===== config.mk =====
export PLATFORM = sky130hd
export DESIGN_NAME = stump_mem_sequencer_flat
export DESIGN_NICKNAME = d
export VERILOG_FILES = /design/src/rtl/stump_mem_sequencer_if.sv /design/src/rtl/stump_mem_sequencer.sv /design/src/flat_wrapper.sv
export SDC_FILE = /design/constraint.sdc
export NUM_CORES = 1
export LEC_CHECK = 0
export ABC_CLOCK_PERIOD_IN_PS = 3100
export BUFFER_PORTS_ARGS = -buffer_cell sky130_fd_sc_hd__buf_2
export CAP_MARGIN = 20
export CORE_ASPECT_RATIO = 0.8
export CORE_MARGIN = 3
export CORE_UTILIZATION = 40
export DETAILED_ROUTE_END_ITERATION = 10
export PLACE_DENSITY = 0.67
export SLEW_MARGIN = 20
export SYNTH_ARGS = -nofsm -noshare
export SYNTH_HDL_FRONTEND = slang
export SYNTH_SLANG_ARGS = --single-unit

===== constraint.sdc =====
create_clock -name clk -period 3.1 [get_ports clk]
set_input_delay 0.62 -clock clk [delete_from_list [all_inputs] [get_ports clk]]
set_output_delay 0.62 -clock clk [all_outputs]
set_load 0.1 [all_outputs]

===== src/rtl/stump_mem_sequencer_if.sv =====
// rtl/stump_mem_sequencer_if.sv - memory request/acknowledge bus between sequencer and memory
interface stump_mem_sequencer_if #(
  parameter int DATA_W = 16,
  parameter int ADDR_W = 16
);
  logic              mem_req;
  logic              mem_ren;
  logic              mem_wen;
  logic [ADDR_W-1:0] address;
  logic [DATA_W-1:0] data_out;
  logic              mem_ack;
  logic [DATA_W-1:0] data_in;

  modport master (
    output mem_req, mem_ren, mem_wen, address, data_out,
    input  mem_ack, data_in
  );

  modport slave (
    input  mem_req, mem_ren, mem_wen, address, data_out,
    output mem_ack, data_in
  );
endinterface


===== src/rtl/stump_mem_sequencer.sv =====
// rtl/stump_mem_sequencer.sv - fetch/execute/memory sequencer with req/ack wait states, timeout and halt
module stump_mem_sequencer #(
  parameter int DATA_W   = 16,
  parameter int ADDR_W   = 16,
  parameter int MAX_WAIT = 15,
  parameter int CNT_W    = 32
) (
  input  logic                  clk,
  input  logic                  rst,
  input  logic                  halt_req,
  input  logic                  is_mem,
  input  logic                  is_store,
  input  logic [ADDR_W-1:0]     pc_addr,
  input  logic [ADDR_W-1:0]     ea,
  input  logic [DATA_W-1:0]     st_data,
  stump_mem_sequencer_if.master bus,
  output logic                  fetch,
  output logic                  execute,
  output logic                  memory,
  output logic                  ir_load,
  output logic [DATA_W-1:0]     ir,
  output logic                  reg_load,
  output logic [DATA_W-1:0]     load_data,
  output logic                  halted,
  output logic                  bus_err,
  output logic [CNT_W-1:0]      retired
);

  // Wide enough to hold MAX_WAIT; a disabled timeout still needs a 1-bit counter.
  localparam int WAIT_W = (MAX_WAIT > 0) ? $clog2(MAX_WAIT + 1) : 1;
  localparam logic [WAIT_W-1:0] WAIT_LIMIT = WAIT_W'(MAX_WAIT);

  typedef enum logic [2:0] {
    S_IDLE    = 3'd0,
    S_FETCH   = 3'd1,
    S_EXECUTE = 3'd2,
    S_MEMORY  = 3'd3,
    S_HALTED  = 3'd4,
    S_FAULT   = 3'd5
  } state_t;

  state_t            state_q, state_d;
  logic [DATA_W-1:0] ir_q, ir_d;
  logic [DATA_W-1:0] load_data_q, load_data_d;
  logic [CNT_W-1:0]  retired_q, retired_d;
  logic [WAIT_W-1:0] wait_q, wait_d;
  logic [ADDR_W-1:0] ea_q, ea_d;
  logic [DATA_W-1:0] wd_q, wd_d;
  logic              wr_q, wr_d;

  logic req_active;
  logic acked;
  logic timeout_hit;

  // A request is live only in FETCH/MEMORY; an ack outside those states is ignored.
  assign req_active  = (state_q == S_FETCH) || (state_q == S_MEMORY);
  assign acked       = req_active && bus.mem_ack;
  assign timeout_hit = (MAX_WAIT != 0) && (wait_q == WAIT_LIMIT);

  // State register; reset is asynchronous so an in-flight request drops at once.
  always_ff @(posedge clk or negedge rst) begin
    if (!rst) begin
      state_q <= S_IDLE;
    end else begin
      state_q <= state_d;
    end
  end

  // Next-state logic; an ack in the timeout cycle takes priority over the fault.
  always_comb begin
    state_d = state_q;
    case (state_q)
      S_IDLE:    state_d = S_FETCH;
      S_FETCH: begin
        if (bus.mem_ack)      state_d = S_EXECUTE;
        else if (timeout_hit) state_d = S_FAULT;
      end
      S_EXECUTE: begin
        if (is_mem)        state_d = S_MEMORY;
        else if (halt_req) state_d = S_HALTED;
        else               state_d = S_FETCH;
      end
      S_MEMORY: begin
        if (bus.mem_ack)      state_d = halt_req ? S_HALTED : S_FETCH;
        else if (timeout_hit) state_d = S_FAULT;
      end
      S_HALTED: begin
        if (!halt_req) state_d = S_FETCH;
      end
      S_FAULT:   state_d = S_FAULT;
      default:   state_d = S_IDLE;
    endcase
  end

  // Datapath registers: IR, load data, retire counter, wait counter, latched memory operands.
  always_comb begin
    ir_d        = ir_q;
    load_data_d = load_data_q;
    retired_d   = retired_q;
    wait_d      = wait_q;
    ea_d        = ea_q;
    wd_d        = wd_q;
    wr_d        = wr_q;

    if (state_q == S_FETCH && bus.mem_ack) begin
      ir_d = bus.data_in;
    end

    if (state_q == S_EXECUTE) begin
      ea_d = ea;
      wd_d = st_data;
      wr_d = is_store;
      if (!is_mem) retired_d = retired_q + CNT_W'(1);
    end

    if (state_q == S_MEMORY && bus.mem_ack) begin
      if (!wr_q) load_data_d = bus.data_in;
      retired_d = retired_q + CNT_W'(1);
    end

    if ((state_d != state_q) && (state_d == S_FETCH || state_d == S_MEMORY)) begin
      wait_d = '0;
    end else if (req_active && !acked && (wait_q != {WAIT_W{1'b1}})) begin
      wait_d = wait_q + WAIT_W'(1);
    end
  end

  // Datapath register bank, cleared by the same asynchronous reset.
  always_ff @(posedge clk or negedge rst) begin
    if (!rst) begin
      ir_q        <= '0;
      load_data_q <= '0;
      retired_q   <= '0;
      wait_q      <= '0;
      ea_q        <= '0;
      wd_q        <= '0;
      wr_q        <= 1'b0;
    end else begin
      ir_q        <= ir_d;
      load_data_q <= load_data_d;
      retired_q   <= retired_d;
      wait_q      <= wait_d;
      ea_q        <= ea_d;
      wd_q        <= wd_d;
      wr_q        <= wr_d;
    end
  end

  // Phase strobes and bus controls decoded from the current state.
  always_comb begin
    fetch        = (state_q == S_FETCH);
    execute      = (state_q == S_EXECUTE);
    memory       = (state_q == S_MEMORY);
    halted       = (state_q == S_HALTED);
    bus_err      = (state_q == S_FAULT);
    bus.mem_req  = req_active;
    bus.mem_ren  = fetch || (memory && !wr_q);
    bus.mem_wen  = memory && wr_q;
    bus.address  = '0;
    if (fetch)  bus.address = pc_addr;
    if (memory) bus.address = ea_q;
    ir_load      = fetch && bus.mem_ack;
    reg_load     = memory && bus.mem_ack && !wr_q;
  end

  assign bus.data_out = wd_q;
  assign ir           = ir_q;
  assign load_data    = load_data_q;
  assign retired      = retired_q;

endmodule


===== src/flat_wrapper.sv =====
// flat-port wrapper written by rule: the top's interface ports become plain ports
module stump_mem_sequencer_flat 
#(
  parameter int DATA_W   = 16,
  parameter int ADDR_W   = 16,
  parameter int MAX_WAIT = 15,
  parameter int CNT_W    = 32
)
  (clk, rst, halt_req, is_mem, is_store, pc_addr, ea, st_data, fetch, execute, memory, ir_load, ir, reg_load, load_data, halted, bus_err, retired, bus_mem_req, bus_mem_ren, bus_mem_wen, bus_address, bus_data_out, bus_mem_ack, bus_data_in);
  stump_mem_sequencer_if #(.DATA_W(DATA_W), .ADDR_W(ADDR_W)) bus_i ();
  input  logic clk;
  input  logic rst;
  input  logic halt_req;
  input  logic is_mem;
  input  logic is_store;
  input  logic [ADDR_W-1:0] pc_addr;
  input  logic [ADDR_W-1:0] ea;
  input  logic [DATA_W-1:0] st_data;
  output logic fetch;
  output logic execute;
  output logic memory;
  output logic ir_load;
  output logic [DATA_W-1:0] ir;
  output logic reg_load;
  output logic [DATA_W-1:0] load_data;
  output logic halted;
  output logic bus_err;
  output logic [CNT_W-1:0] retired;
  output wire logic [$bits(bus_i.mem_req)-1:0] bus_mem_req;
  output wire logic [$bits(bus_i.mem_ren)-1:0] bus_mem_ren;
  output wire logic [$bits(bus_i.mem_wen)-1:0] bus_mem_wen;
  output wire logic [$bits(bus_i.address)-1:0] bus_address;
  output wire logic [$bits(bus_i.data_out)-1:0] bus_data_out;
  input wire logic [$bits(bus_i.mem_ack)-1:0] bus_mem_ack;
  input wire logic [$bits(bus_i.data_in)-1:0] bus_data_in;
  assign bus_mem_req = bus_i.mem_req;
  assign bus_mem_ren = bus_i.mem_ren;
  assign bus_mem_wen = bus_i.mem_wen;
  assign bus_address = bus_i.address;
  assign bus_data_out = bus_i.data_out;
  assign bus_i.mem_ack = bus_mem_ack;
  assign bus_i.data_in = bus_data_in;
  stump_mem_sequencer #(.DATA_W(DATA_W), .ADDR_W(ADDR_W), .MAX_WAIT(MAX_WAIT), .CNT_W(CNT_W)) u_core (.clk(clk), .rst(rst), .halt_req(halt_req), .is_mem(is_mem), .is_store(is_store), .pc_addr(pc_addr), .ea(ea), .st_data(st_data), .bus(bus_i), .fetch(fetch), .execute(execute), .memory(memory), .ir_load(ir_load), .ir(ir), .reg_load(reg_load), .load_data(load_data), .halted(halted), .bus_err(bus_err), .retired(retired));
endmodule

After elaboration in Yosys (flattened, before gate mapping)

Index checks and enable logic that the tools add are counted.

Word-level logic and storage cells: 55
Bits in registers: 104
Input bits: 70
Output and inout port bits: 106

$add $sub $neg: 2
Bitwise logic cells: 1
Equality and inequality tests: 11
Reductions and logical operators: 19
Muxes and demuxes: 14

Operator list:

| kind                  | count |
|---|---|
| $mux 32               | 3 |
| $add 32x1->32 const B | 1 |
| $mux 16               | 2 |
| $mux 3                | 6 |
| $pmux 3 s6            | 1 |
| $eq 3x2->1 const B    | 3 |
| $logic_and 1x1->1     | 9 |
| $mux 4                | 2 |
| $eq 3x1->1 const B    | 2 |
| $eq 3x3->1 const B    | 2 |
| $add 4x1->4 const B   | 1 |
| $eq 4x4->1 const B    | 1 |
| $ne 4x4->1 const B    | 1 |
| $reduce_and 2->1      | 2 |
| $reduce_bool 2->1     | 2 |
| $logic_not 3->1       | 1 |
| $logic_or 1x1->1      | 3 |
| $ne 3x3->1            | 1 |
| $logic_not 1->1       | 2 |
| $ne 2x1->1 const B    | 1 |
| $not 1->1             | 1 |

Logic depth before layout (Yosys ltp)

Word-level depth: 8
Mapped depth: 8

Least setup slack after synthesis

Ideal clock, no wire load.

Path type: reg2out
From: register u_core.state_q[1]
To: output port bus_err
Stages on the path, launching flop included: 4
Data arrival time: 3.091 ns
Setup slack: -0.611 ns
Buffers on the path: 2
Data required time: 2.480 ns
Cell sequence: dfrtp_1 > buf_1 > clkbuf_1 > nor3b_1

Cells in the longest elaborated chain, start to end: 1

Ends and longest elaborated chain:

| what                     | line                       | text |
|---|---|---|
| start: declaration       | stump_mem_sequencer.sv:42  | `state_t state_q, state_d;` |
| start signal: assignment | stump_mem_sequencer.sv:65  | `state_q <= state_d;` |
| $eq 3x3->1               | stump_mem_sequencer.sv:155 | `bus_err = (state_q == S_FAULT);` |
| end: declaration         | flat_wrapper.sv:27         | `output logic bus_err;` |

Every way passes these cells.

Final worst setup path

From: register u_core.state_q[0]
To: output port reg_load

Cells in the longest elaborated chain, start to end: 3

Ends and longest elaborated chain:

| what                           | line                       | text |
|---|---|---|
| $eq 3x2->1                     | stump_mem_sequencer.sv:153 | `memory = (state_q == S_MEMORY);` |
| $logic_and 1x1->1 (2 in a row) | stump_mem_sequencer.sv:163 | `reg_load = memory && bus.mem_ack && !wr_q;` |
| end: declaration               | flat_wrapper.sv:24         | `output logic reg_load;` |

Every way passes these cells.

==> results.ini <==
[run_status]
status = finished, final reports clean

[logic_synthesis]
synth_cell_type_count = 40
synth_top_cell_by_area = dfrtp_1
ys_ff_latch = 104
yosysTopAreaCellShare_pct = 55.47
synth_top_cells_by_area = dfrtp_1 55%, mux2_2 14%, xnor2_1 4.7%, mux2i_1 3.6%, mux2_4 2.9%
avgSynthCellArea_um2 = 12.93
synth_ff_type = dfrtp_1
synth_edf_count = 0
syn_area_um2 = 4692
synth.most_common_cell = dfrtp_1
ys_warn_count = 0
synthTopCellsByCount = 104 x dfrtp_1, 57 x mux2_2, 25 x nor2_1, 25 x xnor2_1, 17 x mux2i_1
synth_seq_area_share_pct = 55.47
synth_nets = 435
netlist_instances = 363
ys_async_sr_fraction_pct = 100.0

[finish]
diodes = 0
final_core_util_pct = 54.66
synthToLayoutAreaGrowth_pct = 29.84
drive_gt1_share_pct = 49.82
num-nets-final = 609

[floorplan]
die_h_um = 102.9
die_area_um2 = 13070
die_x_um = 127.1
rows = 34
initial_utilization_pct = 42.10
ios = 176
fp.coreArea_um2 = 11150

[drt]
drt-initial-drc-count = 177
firstDrtPassIters = 4
num_vias = 3425
avgRoutedWirePerCell_um = 16.05
post-route-drc-count = 0
wirelength_um = 11010
vias_per_cell = 4.993
ant_nets = 0

[worst_setup_path]
critPathRequiredTime_ns = 2.48
critPathKind = reg -> out
startpoint = u_core.state_q[0]
r2r-start = u_core.state_q[0]
endpoint_kind = output port
cp_max_fo = 24
rr_worst_depth = 6
crit_path_start_kind = flip-flop
regToRegSetupSlack_ns = 0.92
arrival_ns = 1.90
crit_path_end = reg_load
r2r-end = u_core.load_data[5]

[timing]
min_period_ns = 2.522
slew_violations = 0
maxSlewHeadroom_pct = 56.69
fin_worst_skew_ns = 0.009197
tns_ns = 0
rsz0062_at_grt = no
max_clock_freq_mhz = 396.5
holdWs_ns = 0.2969
max_slew.worst_pin.slew_ns = 0.6497
setup_viol = 0
hold_violations = 0
worst_slack_ns = 0.5779
period_share_pct = 81.36

[global_routing]
global_route.usage.total_pct = 17.58
overflow = 0
antenna_found_initial = 0
grt_max_degree = 57
grt_pass1_wl_um = 18260
grt_pass1_vias = 3527

[cts]
clk_path_buf_depth = 2
cts-root-buf = clkbuf_16
post_cts_resize_count = 0
cts_hold_buffers = 0
cts.htree.levels = 3
numClockSinks = 104
tritoncts = built
numCtsBuffers = 9
insertion_delay_ns = 0.34
clk_pin_slew_ns = 0.07
post-cts-setup-buffer-count = 0

[placement]
dp_worst_setup_slack_ns = 0.9192
hpwl_um = 8275
port_buffers = 175
gp_congestion = 0.7731

[hold_path]
min-delay-path-class = in -> async

[run]
cap_viol_max_count = 0

[worst max-delay path: stages (launching register included)]
cell,delay [ns]
dfrtp_1,0.59
nand2b_4,0.26
inv_6,0.11
and2_4,0.14
nor3b_4,0.25
buf_12,0.21
[cell families (layout without fill, tap and decap cells)]
family	Yosys count	after routing	synth area share [%]
compound gates	9	9	1.360
xor+xnor	34	34	6.347
fa+ha+maj	2	2	0.5332
buf+inv	23	202	2.827
flops	104	104	55.47
mux	83	83	20.19
simple gates	108	108	13.28
[cells in the final DEF (no fill, tap or decap), types with 6 or more instances in the layout]
cell type / netlist / routed
xor2_1: 9 / 9
and3_1: 10 / 10
nand4_1: 12 / 12
nand2_1: 12 / 12
mux2_4: 9 / 9
mux2i_1: 17 / 17
and4_1: 6 / 6
buf_2: 5 / 171
nand3_1: 12 / 12
clkbuf_16: 0 / 9
xnor2_1: 25 / 25
nor4_1: 7 / 7
nor2_1: 25 / 24
dfrtp_1: 104 / 104
mux2_2: 57 / 57
[flip-flops by register name, indices dropped and copies added, names as in the netlist]
name                 cells
u_core.wr_q              1
u_core.ea_q             16
u_core.bus.data_out     16
u_core.load_data        16
u_core.retired          32
u_core.state_q           3
u_core.ir               16
u_core.wait_q            4
[routing by layer]
metal	global-route usage, %	wire length, um	up-vias
met4	5.111	119	0
met3	5.800	848	8
met2	28.29	5275	118
met1	22.96	4769	1669
met5	0	0	-
li1	-	-	1630
[worst min-delay path by stage]
stage                        from                endpoint  slack, ns  depth (start not counted)
3_3_place_gp   u_core.retired[31]      u_core.retired[31]       0.47                          1
3_5_place_dp   u_core.retired[31]      u_core.retired[31]       0.48                          1
4_1_cts                       rst            u_core.ir[2]       0.31                          1
6_report                      rst            u_core.ir[2]       0.30                          1
5_1_grt                       rst            u_core.ir[2]       0.33                          1
2_1_floorplan                 rst  u_core.bus.data_out[0]       0.32                          0
[stage by stage]
step | cells | cell area (um^2)
2_1_floorplan | 363 | 4702
3_3_place_gp | 670 | 5758
3_5_place_dp | 670 | 5758
4_1_cts | 686 | 6092
5_1_grt | 686 | 6092
6_report | 686 | 6092
[cell type report]
class / count / area [um^2]
sequential: 104 / 2603
clock inverter: 7 / 108.9
fill: 967 / 5054
clock buffer: 9 / 225.2
tap: 144 / 180.2
multi-input combinational: 236 / 1974
timing repair buffer: 180 / 973.4
inverter: 6 / 27.53
Power is not shown: default switching activity piles up to over one toggle a cycle in this logic, so the estimate is an artifact.
